==> src/rtl/imuldiv_mul_arbiter.sv <==
// Two-port round-robin arbiter in front of a single iterative multiply unit.
// One transaction is outstanding at a time: the winner's operands are latched,
// issued to the unit, the result is buffered and returned to the owning port.
//
// Ports:
//   clk, reset                   clock; asynchronous active-low reset
//   req{0,1}_msg_a/_b/_val/_rdy  requester operand channels
//   resp{0,1}_msg_result/_val/_rdy  requester result channels
//   mulreq_msg_a/_b/_val/_rdy    request channel to the multiply unit
//   mulresp_msg_result/_val/_rdy response channel from the multiply unit
//   busy                         high whenever a transaction is in flight
//   owner                        port that owns the current transaction
module imuldiv_mul_arbiter #(
   parameter int unsigned W = 32
) (
   input  logic             clk,
   input  logic             reset,
   input  logic [W-1:0]     req0_msg_a,
   input  logic [W-1:0]     req0_msg_b,
   input  logic             req0_val,
   output logic             req0_rdy,
   output logic [2*W-1:0]   resp0_msg_result,
   output logic             resp0_val,
   input  logic             resp0_rdy,
   input  logic [W-1:0]     req1_msg_a,
   input  logic [W-1:0]     req1_msg_b,
   input  logic             req1_val,
   output logic             req1_rdy,
   output logic [2*W-1:0]   resp1_msg_result,
   output logic             resp1_val,
   input  logic             resp1_rdy,
   output logic [W-1:0]     mulreq_msg_a,
   output logic [W-1:0]     mulreq_msg_b,
   output logic             mulreq_val,
   input  logic             mulreq_rdy,
   input  logic [2*W-1:0]   mulresp_msg_result,
   input  logic             mulresp_val,
   output logic             mulresp_rdy,
   output logic             busy,
   output logic             owner
);

   localparam int unsigned RW = 2 * W;

   localparam logic [1:0] ST_IDLE  = 2'd0;
   localparam logic [1:0] ST_ISSUE = 2'd1;
   localparam logic [1:0] ST_WAIT  = 2'd2;
   localparam logic [1:0] ST_RESP  = 2'd3;

   logic [1:0]    state;
   logic [1:0]    state_nxt;
   logic          prio;
   logic [W-1:0]  a_buf;
   logic [W-1:0]  b_buf;
   logic [RW-1:0] r_buf;
   logic          grant;
   logic          any_val;
   logic          resp_done;

   // Round-robin pick: a lone requester wins outright, a tie goes to prio.
   always_comb begin
      grant = 1'b0;
      if (req0_val && req1_val) begin
         grant = prio;
      end else if (req1_val) begin
         grant = 1'b1;
      end
   end

   assign any_val   = req0_val | req1_val;
   assign resp_done = owner ? resp1_rdy : resp0_rdy;

   // State register.
   always_ff @(posedge clk or negedge reset) begin
      if (!reset) begin
         state <= ST_IDLE;
      end else begin
         state <= state_nxt;
      end
   end

   // Next state and handshake outputs.
   always_comb begin
      state_nxt   = state;
      req0_rdy    = 1'b0;
      req1_rdy    = 1'b0;
      mulreq_val  = 1'b0;
      mulresp_rdy = 1'b0;
      resp0_val   = 1'b0;
      resp1_val   = 1'b0;
      case (state)
         ST_IDLE: begin
            if (any_val) begin
               req0_rdy  = ~grant;
               req1_rdy  = grant;
               state_nxt = ST_ISSUE;
            end
         end
         ST_ISSUE: begin
            mulreq_val = 1'b1;
            if (mulreq_rdy) state_nxt = ST_WAIT;
         end
         ST_WAIT: begin
            mulresp_rdy = 1'b1;
            if (mulresp_val) state_nxt = ST_RESP;
         end
         ST_RESP: begin
            resp0_val = ~owner;
            resp1_val = owner;
            if (resp_done) state_nxt = ST_IDLE;
         end
         default: state_nxt = ST_IDLE;
      endcase
      // The grant path is combinational from req*_val, so it must be
      // forced quiet while reset is held.
      if (!reset) begin
         req0_rdy = 1'b0;
         req1_rdy = 1'b0;
      end
   end

   // Operand/result buffers, ownership and round-robin pointer.
   always_ff @(posedge clk or negedge reset) begin
      if (!reset) begin
         a_buf <= '0;
         b_buf <= '0;
         r_buf <= '0;
         owner <= 1'b0;
         prio  <= 1'b0;
      end else begin
         if (state == ST_IDLE && any_val) begin
            owner <= grant;
            a_buf <= grant ? req1_msg_a : req0_msg_a;
            b_buf <= grant ? req1_msg_b : req0_msg_b;
         end
         if (state == ST_WAIT && mulresp_val) begin
            r_buf <= mulresp_msg_result;
         end
         if (state == ST_RESP && resp_done) begin
            prio <= ~owner;
         end
      end
   end

   assign mulreq_msg_a     = a_buf;
   assign mulreq_msg_b     = b_buf;
   assign resp0_msg_result = r_buf;
   assign resp1_msg_result = r_buf;
   assign busy             = (state != ST_IDLE);

endmodule

==> config.mk <==
export PLATFORM = sky130hd
export DESIGN_NAME = imuldiv_mul_arbiter
export DESIGN_NICKNAME = d
export VERILOG_FILES = /design/src/rtl/imuldiv_mul_arbiter.sv
export SDC_FILE = /design/constraint.sdc
export NUM_CORES = 1
export LEC_CHECK = 0
export BUFFER_PORTS_ARGS = -buffer_cell sky130_fd_sc_hd__buf_2
export CAP_MARGIN = 20
export CELL_PAD_IN_SITES_DETAIL_PLACEMENT = 0
export CELL_PAD_IN_SITES_GLOBAL_PLACEMENT = 1
export CORE_AREA = 3 3 155 157
export CTS_BUF_LIST = sky130_fd_sc_hd__clkbuf_8
export DETAILED_ROUTE_END_ITERATION = 10
export DIE_AREA = 0 0 158 160
export PLACE_DENSITY = 0.73
export SETUP_SLACK_MARGIN = 0.05
export SLEW_MARGIN = 10
export SYNTH_ARGS = -nofsm -noshare
export SYNTH_HDL_FRONTEND = slang
export SYNTH_SLANG_ARGS = --single-unit
export TNS_END_PERCENT = 30
==> constraint.sdc <==
create_clock -name clk -period 2 [get_ports clk]
set_input_delay 0 -clock clk [delete_from_list [all_inputs] [get_ports clk]]
set_output_delay 0 -clock clk [all_outputs]
set_load 0.01 [all_outputs]
==> results by group <==
Timing
  • Final critical path time including I/O delays and setup: 1810 ps
  • Final setup fails: 0
  • RSZ-0062 raised after global routing: false
  • Worst Skew: 21.7 ps
  • Max_slew headroom: 0.700
  • Max Clk Rate: 0.553 GHz
  • Setup TNS: 0 ps
  • Pins Over Slew Limit: 0
  • Tightest hold margin: 54.9 ps
  • Slew @ Worst Pin: 450 ps
  • Final Hold Vio Count: 0
  • Period utilization: 0.904
  • Final worst-path setup slack: 192 ps

Setup path
  • Worst Setup SP: state[0]
  • Launch point of the worst reg-to-reg path: state[0]
  • Critical Path RT: 2360 ps
  • Worst setup SP type: flop
  • Crit path capture type: flop
  • R2R setup slack: 190 ps
  • Reg2Reg Capture Point: mulreq_msg_a[15]
  • Crit Path Max Fanout: 13
  • Worst R2R Path Depth: 7
  • Setup CP Type: flop to flop
  • Crit path DAT: 2170 ps

Clock network
  • Clock tree buffer depth: 2
  • CTS tree: yes
  • Sink count of the clock tree: 132
  • Clock Pin Slew Worst Setup and Hold Paths: 80 ps
  • Clk Latency, worst-skew pair: 440 ps
  • Number of CTS-inserted buffers: 17
  • CTS HTree Levels: 4
  • CTS root buffer: clkbuf_8

Global route
  • Largest net degree at the start of global routing: 130
  • Grt total ovfl: 0
  • First-pass GRT wire length: 36.8 mm
  • Initial antenna violation count: 1
  • Vias in the first global route: 6643
  • Global Route met1 Usage: 0.215
  • Grt met2 use: 0.323
  • Global Route Usage Sum: 0.186
  • Met3 global-route usage: 0.0547
  • GR peak layer: met2

Yosys
  • Mux cell area share after synthesis: 0.118
  • Post-Synth Adder-Cell Area: 0.00977
  • Flops & latches, synth: 132
  • Top cell type's share of synthesized area: 0.516
  • EDFF count, synth: 0
  • Compound-cell area share of the yosys netlist: 0.121
  • Post-synth ARST share: 1.00
  • Leading post-synthesis cells by cell area: dfrtp_1, buf_4, nand3b_1, a31oi_1, mux2_1
  • Mapped Area: 6400 sq um
  • Simple-gate portion of the synthesized area: 0.126
  • Synth Area in XOR/XNOR: 0
  • Syn_area_per_cell: 10.7 sq um
  • Largest family of logic cells by synthesized area: simple AND/OR/NAND/NOR gates
  • Yosys cell types: 26
  • Ys flop type: dfrtp_1
  • Area leader, netlist: dfrtp_1
  • Syn Nets: 801
  • Seq/Total Area, Yosys: 0.516
  • Synth warn: 0
  • Cell count after synthesis: 596

Route
  • Via count: 6516
  • DR DRC count: 0
  • Remaining antenna violation count: 0
  • Routed WL per cell: 17.6 um
  • Drt total wl: 25.0 mm
  • Number of detailed-route iterations in the first pass: 4
  • DR vias/cell: 4.60
  • 1st-iter DRT viols: 301

Die
  • Core area: 22600 sq um
  • Starting Density: 0.283
  • FP Rows: 55
  • Die width: 158 um
  • DIE AREA: 25300 sq um
  • Ports: 400
  • Die Y: 160 um

Min path
  • HP Class: input pin to flop
  • Worst Hold End: owner
  • Hold Crit Depth: 3
  • Worst hold path startpoint: req1_val

Run
  • Number of max-cap violations: 0

Outcome
  • Outcome: finished, final reports clean

Finish
  • Layout Utilization: 0.474
  • Layout cell share with drive strength beyond 1: 0.432
  • Nets: 1325
  • Most common cell after layout, fill and taps aside: buf_2
  • Most frequent cells in the layout: buf_2, dlygate4sd3_1, dfrtp_1, o21ai_0, nor2_1
  • Final instance area: 10700 sq um
  • Fill cells: 2046
  • Synth-to-Final Area Change: 67.5%
  • Diode count: 0
  • Final non-filler cell total: 1418

Place
  • Dpl hpwl: 16.3 mm
  • Pre-CTS setup slack: 229 ps
  • Placed Cells: 1183
  • GP Congestion: 0.843
  • Placed Area: 8290 sq um
  • I/O Buffers: 399

Power and ir drop
  • Leak pwr: 5.03 nW
  • Pwr Density: 1320 nW/um^2
  • Power Total: 14.2 mW
  • Peak supply drop: 0.587 mV
==> registers in the layout, indices dropped and copies added (netlist names) <==
register          flops
resp0_msg_result     64
mulreq_msg_a         32
mulreq_msg_b         32
state                 2
owner                 1
prio                  1
==> worst max path at each step <==
stage | cells past startpoint | to | slack (ps)
floorplan | 5 | state[1] | 270
global placement | 5 | resp0_msg_result[55] | 270
detailed placement | 5 | resp0_msg_result[3] | 230
CTS | 7 | mulreq_msg_a[15] | 70
global route | 7 | mulreq_msg_a[15] | 60
finish | 7 | mulreq_msg_a[15] | 190
==> cell type report <==
class | count | area, sq um | area share
Multi-Input combinational cell | 349 | 2430 | 0.226
Tap cell | 285 | 357 | 0.0332
Sequential cell | 132 | 3300 | 0.308
Clock buffer | 17 | 234 | 0.0218
Timing Repair Buffer | 616 | 4230 | 0.394
Inverter | 4 | 15.0 | 0.00140
Clock inverter | 15 | 159 | 0.0148
==> where the power goes <==
group	switching (mW)	internal [mW]
clock	1.19	1.12
combinational	3.67	3.25
sequential	0.939	4.04
total	5.80	8.41
==> critical path: stages, from the launching register on <==
cell and delay (ps):
dfrtp_1 410, inv_2 110, ha_4 170, o21a_4 130
buf_4 170, nor2_1 60, a31oi_1 120, dlygate4sd3_1 570
==> synth_stat cells (all sizes together), types with 4 or more instances <==
| cell | number |
|---|---|
| a31oi | 64 |
| buf | 91 |
| clkbuf | 20 |
| dfrtp | 132 |
| ha | 5 |
| inv | 4 |
| mux2 | 65 |
| nand2 | 5 |
| nand3b | 64 |
| nor2 | 66 |
| o21ai | 67 |
==> metal layers <==
layer  up-vias  part of all wire
met2       319              0.50
met1      3073              0.39
met3        33             0.084
met5         -           0.00052
li1       3089                 -
met4         2             0.024
==> timing repair <==
| action | CTS | global route |
|---|---|---|
| buffers inserted | 1 | 1 |
| hold endpoints to repair | 262 | 0 |
| hold buffers | 199 | 0 |
| endpoints found under the setup margin | 1 | 7 |
| gates cloned | 0 | 2 |
| resized for setup | 0 | 6 |
==> cell families (layout without fill, tap and decap cells) <==
family | count (synthesis) | after routing
simple gates | 143 | 143
buf+inv | 115 | 652
compound gates | 134 | 134
mux | 67 | 67
fa+ha+maj | 5 | 5
flops | 132 | 132
(Power assumes the default switching activity.)
